==> src/rtl/pd_header_assembler.sv <==
// Block-header assembler between the receive front end and the SHA-256d engine.
// Packs BEAT_BYTES-wide beats into an HDR_BYTES header, checks length, and runs the hash handshake.
module pd_header_assembler #(
  parameter int BEAT_BYTES = 1,
  parameter int HDR_BYTES  = 80,
  localparam int CNT_W     = $clog2(HDR_BYTES + 1)
) (
  input  logic                    clk,
  input  logic                    rst,
  input  logic                    write_enable,
  input  logic [8*BEAT_BYTES-1:0] rx_data,
  input  logic                    rx_last,
  output logic                    rx_ready,
  output logic [CNT_W-1:0]        byte_cnt,
  output logic [8*HDR_BYTES-1:0]  header,
  output logic [31:0]             target_bits,
  output logic                    header_valid,
  input  logic                    header_ready,
  input  logic                    hash_done,
  input  logic                    valid_hash,
  output logic                    result_valid,
  output logic                    result_found,
  output logic                    len_err,
  output logic                    drop_err
);

  // Handshakes: a beat transfers on a rising edge where write_enable && rx_ready;
  // the header transfers on a rising edge where header_valid && header_ready.
  typedef enum logic [2:0] {
    S_IDLE,
    S_FILL,
    S_DRAIN,
    S_HOLD,
    S_HASH
  } state_t;

  state_t           state;
  state_t           state_next;
  logic [CNT_W-1:0] cnt_next;
  logic [CNT_W-1:0] cnt_inc;
  logic             accept;
  logic             wr_en;
  logic             len_err_next;
  logic             result_valid_next;
  logic             found_next;
  logic             rx_ready_next;
  logic             header_valid_next;
  logic             drop_err_next;

  assign accept  = write_enable & rx_ready;
  assign cnt_inc = byte_cnt + CNT_W'(BEAT_BYTES);

  always_comb begin
    state_next        = state;
    cnt_next          = byte_cnt;
    wr_en             = 1'b0;
    len_err_next      = 1'b0;
    result_valid_next = 1'b0;
    found_next        = result_found;
    case (state)
      S_IDLE, S_FILL: begin
        if (accept) begin
          wr_en    = 1'b1;
          cnt_next = cnt_inc;
          if (rx_last) begin
            if (cnt_inc == CNT_W'(HDR_BYTES)) begin
              state_next = S_HOLD;
            end else begin
              len_err_next = 1'b1;
              state_next   = S_IDLE;
              cnt_next     = '0;
            end
          end else if (cnt_inc == CNT_W'(HDR_BYTES)) begin
            state_next = S_DRAIN;
          end else begin
            state_next = S_FILL;
          end
        end
      end
      S_DRAIN: begin
        // Overlong packet: swallow beats without counting until the last one.
        if (accept && rx_last) begin
          len_err_next = 1'b1;
          state_next   = S_IDLE;
          cnt_next     = '0;
        end
      end
      S_HOLD: begin
        if (header_ready) state_next = S_HASH;
      end
      S_HASH: begin
        if (hash_done) begin
          result_valid_next = 1'b1;
          found_next        = valid_hash;
          state_next        = S_IDLE;
          cnt_next          = '0;
        end
      end
      default: begin
        state_next = S_IDLE;
        cnt_next   = '0;
      end
    endcase
  end

  // Registered outputs are derived from the next state so they line up with it.
  assign rx_ready_next     = (state_next == S_IDLE) || (state_next == S_FILL) ||
                             (state_next == S_DRAIN);
  assign header_valid_next = (state_next == S_HOLD);
  assign drop_err_next     = write_enable & ~rx_ready;

  always_ff @(posedge clk or posedge rst) begin
    if (rst) begin
      state        <= S_IDLE;
      byte_cnt     <= '0;
      rx_ready     <= 1'b1;
      header_valid <= 1'b0;
      result_valid <= 1'b0;
      result_found <= 1'b0;
      len_err      <= 1'b0;
      drop_err     <= 1'b0;
    end else begin
      state        <= state_next;
      byte_cnt     <= cnt_next;
      rx_ready     <= rx_ready_next;
      header_valid <= header_valid_next;
      result_valid <= result_valid_next;
      result_found <= found_next;
      len_err      <= len_err_next;
      drop_err     <= drop_err_next;
    end
  end

  // Byte i belongs to the beat whose base offset is i rounded down to a beat boundary.
  always_ff @(posedge clk or posedge rst) begin
    if (rst) begin
      header <= '0;
    end else if (wr_en) begin
      for (int i = 0; i < HDR_BYTES; i++) begin
        if (byte_cnt == CNT_W'(i - (i % BEAT_BYTES))) begin
          header[8*i +: 8] <= rx_data[8*(i % BEAT_BYTES) +: 8];
        end
      end
    end
  end

  generate
    if (HDR_BYTES >= 76) begin : g_target
      assign target_bits = header[8*76-1 : 8*72];
    end else begin : g_no_target
      assign target_bits = 32'd0;
    end
  endgenerate

endmodule

==> config.mk <==
export PLATFORM = sky130hd
export DESIGN_NAME = pd_header_assembler
export DESIGN_NICKNAME = d
export VERILOG_FILES = /design/src/rtl/pd_header_assembler.sv
export SDC_FILE = /design/constraint.sdc
export NUM_CORES = 1
export LEC_CHECK = 0
export CORE_MARGIN = 4
export CORE_UTILIZATION = 28
export DETAILED_ROUTE_END_ITERATION = 12
export PLACE_DENSITY_LB_ADDON = 0.05
export SYNTH_ARGS = -nofsm -noshare
export SYNTH_HDL_FRONTEND = slang
export SYNTH_SLANG_ARGS = --single-unit
==> constraint.sdc <==
create_clock -name clk -period 23 [get_ports clk]
set_input_delay 3.45 -clock clk [delete_from_list [all_inputs] [get_ports clk]]
set_output_delay 3.45 -clock clk [all_outputs]
set_load 0.005 [all_outputs]
==> results.py, run 1 <==
metrics = {
    "setup_path": {
        "path_max_fanout": 149,
        "critPathKind": "in -> async",
        "reg2regPathDepth": 4,
        "worst_setup_path_end_kind": "async pin",
        "critPathRequiredTime_ps": 23590,
        "cp.arrival_ps": 7410,
        "worstSetupStartpointType": "input port",
    },
    "global_routing": {
        "grt_max_degree": 171,
        "grt_antenna_before_repair": 2,
        "grt_pass1_vias": 17400,
        "grt_overflow": 0,
        "track_usage_pct": 19.3,
        "grt_pass1_wl_um": 132000,
    },
    "cells_and_area": {
        "postLayoutCoreUtil_pct": 40.0,
        "multi_input_area_sq_um": 8380,
        "nets": 2309,
        "areaGrowthSynthToFinish_pct": 41.7,
        "layout_commonest_cell": "clkdlybuf4s50_1",
        "layout_common_cells": "clkdlybuf4s50_1 (691), dfrtp_1 (655), mux2_2 (444)",
        "drive_gt1_share_pct": 28.2,
        "seq_area_sq_um": 16400,
        "fillerInstances": 8483,
        "final_cell_count_no_fill": 3527,
    },
    "worst_hold_path": {
        "min_path_cells": 1,
        "holdCritPathClass": "reg -> reg",
    },
    "route": {
        "drc": 0,
        "firstDrtPassIters": 4,
        "routed_wl_um": 94100,
        "routed_via_density": 4.58,
        "antenna_left": 0,
        "wire_per_inst_um": 26.7,
        "vias": 16100,
        "drt_iter0_drc": 583,
    },
    "floorplanning": {
        "start_util_pct": 28.2,
        "die_w_um": 309,
        "die-area_sq_um": 95800,
        "io_pins": 700,
        "coreArea_sq_um": 90100,
        "die_h_um": 309,
        "row_count": 110,
    },
    "clock_network": {
        "clock_path_buffers": 3,
        "ctsResizeCount": 0,
        "numCtsBuffers": 80,
        "ctsHoldBuffers": 0,
        "cts-htree-levels": 3,
        "post_cts.repair.setup_buffers": 0,
        "cts_tree": "done",
        "clock_latency_ps": 620,
        "clock_sink_count": 656,
        "clkTransAtPathRegs_ps": 60,
        "clockRootBuffer": "clkbuf_16",
    },
    "timing": {
        "finalSetupViolations": 0,
        "finClkSkew_ps": 17.8,
        "period_minus_slack_ps": 6830,
        "hold_viol_final": 0,
        "drv_slew": 0,
        "max_freq_mhz": 146,
        "rsz0062_at_grt": "no",
        "tns_ps": 0,
        "tightestPinTransition_ps": 1030,
        "timing.final.crit_share_pct": 29.7,
        "maxSlewHeadroom_pct": 31.0,
    },
    "synth": {
        "syn_nets": 1640,
        "syn_avg_cell_area_sq_um": 15.7,
        "netlist_area_sq_um": 25400,
        "syn_inst": 1617,
        "ys_ff_latch": 656,
        "synth_mux_area_share_pct": 28.5,
        "yosys.area_share.simple_pct": 3.44,
        "synth.distinct_cells": 46,
        "synth-adder-area-share_pct": 0.393,
        "yosysWarnings": 0,
        "synth_top_family_by_area": "multiplexers",
        "synth-compound-area-share_pct": 0.482,
        "yosysSeqAreaShare_pct": 64.5,
        "synth-xor-area-share_pct": 0.138,
    },
    "place": {
        "routabilityCongestion": 0.755,
        "place_inst": 3380,
        "portBuffers": 699,
        "dp_hpwl_um": 64200,
    },
    "power_and_ir_drop": {
        "power.static_leakage_nw": 17.2,
        "ir_worst_vdd_v": 0.0000613,
        "p_per_area_nw_per_um2": 78.0,
    },
    "run_status": {
        "status": "finished, final reports clean",
    },
    "run": {
        "cap_violations": 0,
    },
}
## state kept, by name, summed over array words and instances, names as in the netlist
name,cells
header,640
byte_cnt,7
state,3
drop_err,1
header_valid,1
len_err,1
result_found,1
result_valid,1
rx_ready,1
## through the flow
step	instance area [sq um]	total power [mW]	hold WS [ps]	worst slack, ps
final	36100	2.81	487	16170
after global routing	36100	2.94	497	15490
after CTS	36100	2.87	492	16080
after detailed placement	33400	1.59	480	15380
after global placement	33400	1.59	474	15520
after floorplan	25400	1.38	489	1170
## area by class of cell
cell class	count	area share (%)
repair buffers	712	19.7
clock buffers	127	6.85
multi-input cells	829	23.2
inverters	7	0.0937
diodes	1	0.00694
well taps	1176	4.08
flip-flops and latches	656	45.5
clock inverters	19	0.510
## path summary, 6_finish.rpt
path | from | to | slack, ps
setup / recovery | rst | header[220]$_DFFE_PP0P_ | 16170
hold / removal | header[319]$_DFFE_PP0P_ | header[319]$_DFFE_PP0P_ | 490
setup reg to reg | state[1]$_DFF_PP0_ | header[23]$_DFFE_PP0P_ | 20050
hold reg to reg | header[319]$_DFFE_PP0P_ | header[319]$_DFFE_PP0P_ | 490
max in group clk | write_enable | header[23]$_DFFE_PP0P_ | 17280
min in group asynchronous | rst | header[498]$_DFFE_PP0P_ | 3480
## layer usage
metal,track usage (%),share of wire (%)
met1,22.3,39
met2,33.9,51
met3,6.80,8.0
met4,5.39,2.7
met5,0,0
## synthesized netlist by cell type, drive strengths merged
cell,n,area [sq um]
xnor2,3,26.3
o31ai,6,45.0
inv,7,26.3
dfrtp,655,16400
a22o,1,8.76
nand2b,3,18.8
buf,58,377
dfstp,1,26.3
and2,10,62.6
a32oi,1,8.76
a21oi,2,10.0
or3,2,12.5
nor2b,2,12.5
clkbuf,67,251
o41ai,1,8.76
nand3b,2,15.0
nor4b,1,8.76
xor2,1,8.76
and3b,1,8.76
nor4,1,6.26
or4,1,7.51
nand4,2,12.5
nand2,89,472
ha,8,100
and3,3,18.8
or2,1,6.26
nor3b,2,15.0
nor2,20,87.6
or3b,1,8.76
mux2i,1,10.0
a31oi,1,6.26
mux2,642,7230
and4bb,1,12.5
o21ai,7,35.0
nand4b,1,8.76
nand3,4,20.0
nor3,8,60.1
## cell families (layout without fill, tap and decap cells)
family / after synthesis / after routing
flip-flops: 656 / 656
multiplexers: 643 / 643
AND/OR/NAND/NOR: 155 / 155
buffers and inverters: 132 / 865
AO/OA/AOI/OAI: 19 / 19
adder cells (fa/ha/maj): 8 / 8
XOR/XNOR: 4 / 4
other: 0 / 1
## where the power goes
group          switching, mW  internal (mW)
clock network          0.499          0.750
logic                  0.142          0.162
registers             0.0404           1.22
## critical path: stages
cell             delay, ps
clkdlybuf4s50_1        490
inv_8                  700
buf_12                 670
buf_4                  860
buf_4                  880
Power figures use the tool's default switching activity.
==> inputs of run 2 (changes only) <==
==> constraint.sdc (replaced) <==
create_clock -name clk -period 6.2 [get_ports clk]
set_input_delay 0.93 -clock clk [delete_from_list [all_inputs] [get_ports clk]]
set_output_delay 0.93 -clock clk [all_outputs]
set_load 0.005 [all_outputs]
==> results.py, run 2 (same netlist as run 1, synthesis figures left out) <==
metrics = {
    "setup_path": {
        "path_cells": "clkdlybuf4s50_1",
        "critPathKind": "reg -> out",
        "path_delay_family": "flip-flops",
        "cp_slowest_stage_delay_ps": 880,
        "cp_num_buf_inv": 1,
        "cp.arrival_ps": 2200,
        "critPathRequiredTime_ps": 5270,
        "worstSetupStartpointType": "flop",
        "path_max_fanout": 17,
        "slowest_stage": "dfrtp_1",
        "worst_setup_path_end_kind": "output pin",
    },
    "clock_network": {
        "numCtsBuffers": 78,
        "clock_latency_ps": 620,
        "clock_sink_count": 656,
        "cts-htree-levels": 3,
        "ctsResizeCount": 0,
        "clock_path_buffers": 3,
        "post_cts.repair.setup_buffers": 0,
        "clkTransAtPathRegs_ps": 60,
        "clockRootBuffer": "clkbuf_16",
        "cts_tree": "done",
        "ctsHoldBuffers": 0,
    },
    "timing": {
        "hold_viol_final": 0,
        "whs_ps": 487,
        "max_freq_mhz": 320,
        "tightestPinTransition_ps": 954,
        "finalSetupViolations": 0,
        "rsz0062_at_grt": "no",
        "drv_slew": 0,
        "period_minus_slack_ps": 3130,
        "tns_ps": 0,
        "maxSlewHeadroom_pct": 35.5,
        "timing.final.crit_share_pct": 50.4,
        "finClkSkew_ps": 25.6,
    },
    "route": {
        "routed_wl_um": 96200,
        "wire_per_inst_um": 27.3,
        "drc": 0,
        "routed_via_density": 4.56,
        "drt_iter0_drc": 617,
        "antenna_left": 0,
        "firstDrtPassIters": 4,
        "vias": 16100,
    },
    "cells_and_area": {
        "postLayoutCellArea_sq_um": 35900,
        "drive_gt1_share_pct": 27.9,
        "layout_common_cells": "clkdlybuf4s50_1 (691), dfrtp_1 (655), mux2_2 (444)",
        "layout_commonest_cell": "clkdlybuf4s50_1",
        "areaGrowthSynthToFinish_pct": 41.2,
        "regMostFlops": "header",
        "largest_reg_flops": 640,
        "final_cell_count_no_fill": 3522,
        "nets": 2311,
        "largestRegisters": "header x640, byte_cnt x7, state x3",
    },
    "power_and_ir_drop": {
        "p_per_area_nw_per_um2": 285,
        "power.static_leakage_nw": 17.1,
        "ir_worst_vdd_v": 0.000230,
    },
    "floorplanning": {
        "die_w_um": 309,
        "start_util_pct": 28.2,
        "io_pins": 700,
        "coreArea_sq_um": 90100,
        "die_h_um": 309,
        "die-area_sq_um": 95800,
        "row_count": 110,
    },
    "worst_hold_path": {
        "holdCritPathClass": "reg -> reg",
    },
    "place": {
        "routabilityCongestion": 0.766,
        "portBuffers": 699,
        "postPlaceCellArea_sq_um": 33400,
        "dp_hpwl_um": 66000,
        "place_inst": 3384,
    },
    "global_routing": {
        "grt_antenna_before_repair": 3,
        "track_usage_pct": 19.8,
        "grt_pass1_vias": 17500,
        "grt_max_degree": 154,
        "grt_overflow": 0,
        "grt_pass1_wl_um": 136000,
    },
    "run_status": {
        "status": "finished, final reports clean",
    },
    "run": {
        "cap_violations": 0,
    },
}
[run 2: cell types whose count changed in the layout (fill, tap and decap cells not counted), sizes merged]
cell,change
bufinv,+1
clkinvlp,-2
clkbuf,-8
diode,+1
buf,+4
inv,-1
[run 2: area by class of cell]
type	count	area (sq um)
timing repair buffer	716	7150
inverter	7	30.0
tap	1176	1470
antenna	2	5.00
clock buffer	119	2310
sequential	656	16400
multi-input combinational	829	8380
fill	8498	54200
clock inverter	17	165
[run 2: worst paths after layout]
kind                                         startpoint                       to  slack, ps  cells past startpoint
worst max-delay path            byte_cnt[2]$_DFFE_PP0P_              byte_cnt[2]       3070                      1
worst min-delay path            header[551]$_DFFE_PP0P_  header[551]$_DFFE_PP0P_        490                      1
worst max register to register  byte_cnt[2]$_DFFE_PP0P_  header[179]$_DFFE_PP0P_       3320                      4
worst min register to register  header[551]$_DFFE_PP0P_  header[551]$_DFFE_PP0P_        490                      1
max in group asynchronous                           rst  header[208]$_DFFE_PP0P_       4080                      3
min in group asynchronous                           rst  header[468]$_DFFE_PP0P_        780                      2
[run 2: report_power, final]
group	internal [mW]	switching [mW]
logic	0.606	0.529
clock network	2.64	1.80
registers	4.52	0.146
total	7.77	2.48
[run 2: metal layers]
metal	share of wire, %	vias to the layer above	track usage [%]	wire (um)
met2	50	513	34.3	47900
met5	0	-	0	0
li1	-	6973	-	-
met1	38	8442	23.0	37000
met3	7.9	147	6.72	7610
met4	3.8	0	6.80	3630
[run 2: stage by stage]
step                      setup slack (ps)  power, mW  utilization (%)
final                                 3070       10.3             39.9
after global routing                  2950       10.7             39.8
after CTS                             3050       10.5             39.8
after detailed placement              2390       5.92             37.1
after global placement                2430       5.91             37.1
after floorplan                      -3700       5.12                -
==> patch (config.mk and constraints of run 1) <==
Change the parameter `HDR_BYTES` from 80 to 120.
--- a/src/rtl/pd_header_assembler.sv
+++ b/src/rtl/pd_header_assembler.sv
@@ -3,5 +3,5 @@
 module pd_header_assembler #(
   parameter int BEAT_BYTES = 1,
-  parameter int HDR_BYTES  = 80,
+  parameter int HDR_BYTES  = 120,
   localparam int CNT_W     = $clog2(HDR_BYTES + 1)
 ) (
Interface: changed (resized header); port bits go from 700 to 1020. No check against the original RTL was run, so the function may have changed too.
==> patch against run 1 <==
  * Total power increased by 36%
  * Register-to-register slack got worse by 0.66 ns
  * Sequential cell count increased by 320
  * Setup slack improved by 0.081 ns
  * Sequential share of layout area increased by 0.17 points
  * Non-clock buffer count increased by 348
  * Area after synthesis increased by 48%
  * Clock skew increased by 0.0010 ns
  * Via count increased by 50%
  * Routed wire length increased by 64%
  * Fmax increased by 1.2%
  * Design area increased by 48%
  * Critical endpoint is now header[888]
  * Largest power group is now the clock network
==> patch: results (changes against run 1) <==
routed length on met1 57.6 mm (+58%); global-route wire length before repair 216 mm (+63%); mux contribution to synthesized area 28.7% (+0.27 points); status finished clean; fillers 12,500 (+47%); hpwl dp 111 mm (+72%); Synth Net Count 2,382 (+45%); routed vias 24,200 (+50%); Setup WS pre-CTS 15.28 ns (-0.101 ns); pwr/cell area 71.4 mW/mm^2 (-8.5%); Clock Latency Late Sink 0.71 ns (+0.09 ns); Post-Syn Area per Cell 16.0 sq um (+1.6%); Compound-Gate Fraction of Synth Area 0.401% (-0.080 points); Post-synth top cells dfrtp_1, mux2_2, clkbuf_1, nand2_1, buf_4; Adder-Cell Fraction of Synth Area 0.265% (-0.13 points); WL per Instance 29.6 um (+11%); Synth top area share 64.7% (+0.28 points); met2 Use GR 38.8% (+4.9 points); VDD IR-drop max 0.0641 mV (+4.6%); worst clock skew 0.0188 ns (+0.00103 ns); P_sw 908 uW (+33%); Hold EP header[769]; Leak Pwr 25.1 nW (+46%); GP Congestion 0.782 (+3.5%); WL met2 80.2 mm (+69%); met1 track demand over resource 23.7% (+1.4 points); max incr delay on CP 0.82 ns (-0.06 ns); All-Layer GR Usage 21.5% (+2.2 points); initial drt markers 972 (+67%)
## patch: cell types whose count changed in the layout (fill, tap and decap cells not counted), sizes merged, moves of 5 or more
cell	before	now
and2	10	4
buf	21	49
clkbuf	127	182
clkdlybuf4s50	691	1011
clkinv	13	18
dfrtp	655	975
mux2	642	961
nand2	89	51
nand3	4	64
nor2	20	58
o31ai	6	1
## patch: final cells by class
class	count	area share, %
Antenna cell	3	0.0140
Clock inverter	28	0.574
Sequential cell	976	45.7
Clock buffer	182	6.49
Multi-Input combinational cell	1205	23.4
Inverter	7	0.0562
Timing Repair Buffer	1060	19.6
Tap cell	1768	4.14
## patch: power groups by stage
stage                     Combinational (mW)  Clock, mW  Sequential, mW
after floorplan                       0.0901          0            1.81
after global placement                 0.249          0            1.80
after detailed placement               0.252          0            1.80
after CTS                              0.253       1.87            1.77
after global routing                   0.258       1.93            1.78
final                                  0.240       1.80            1.77
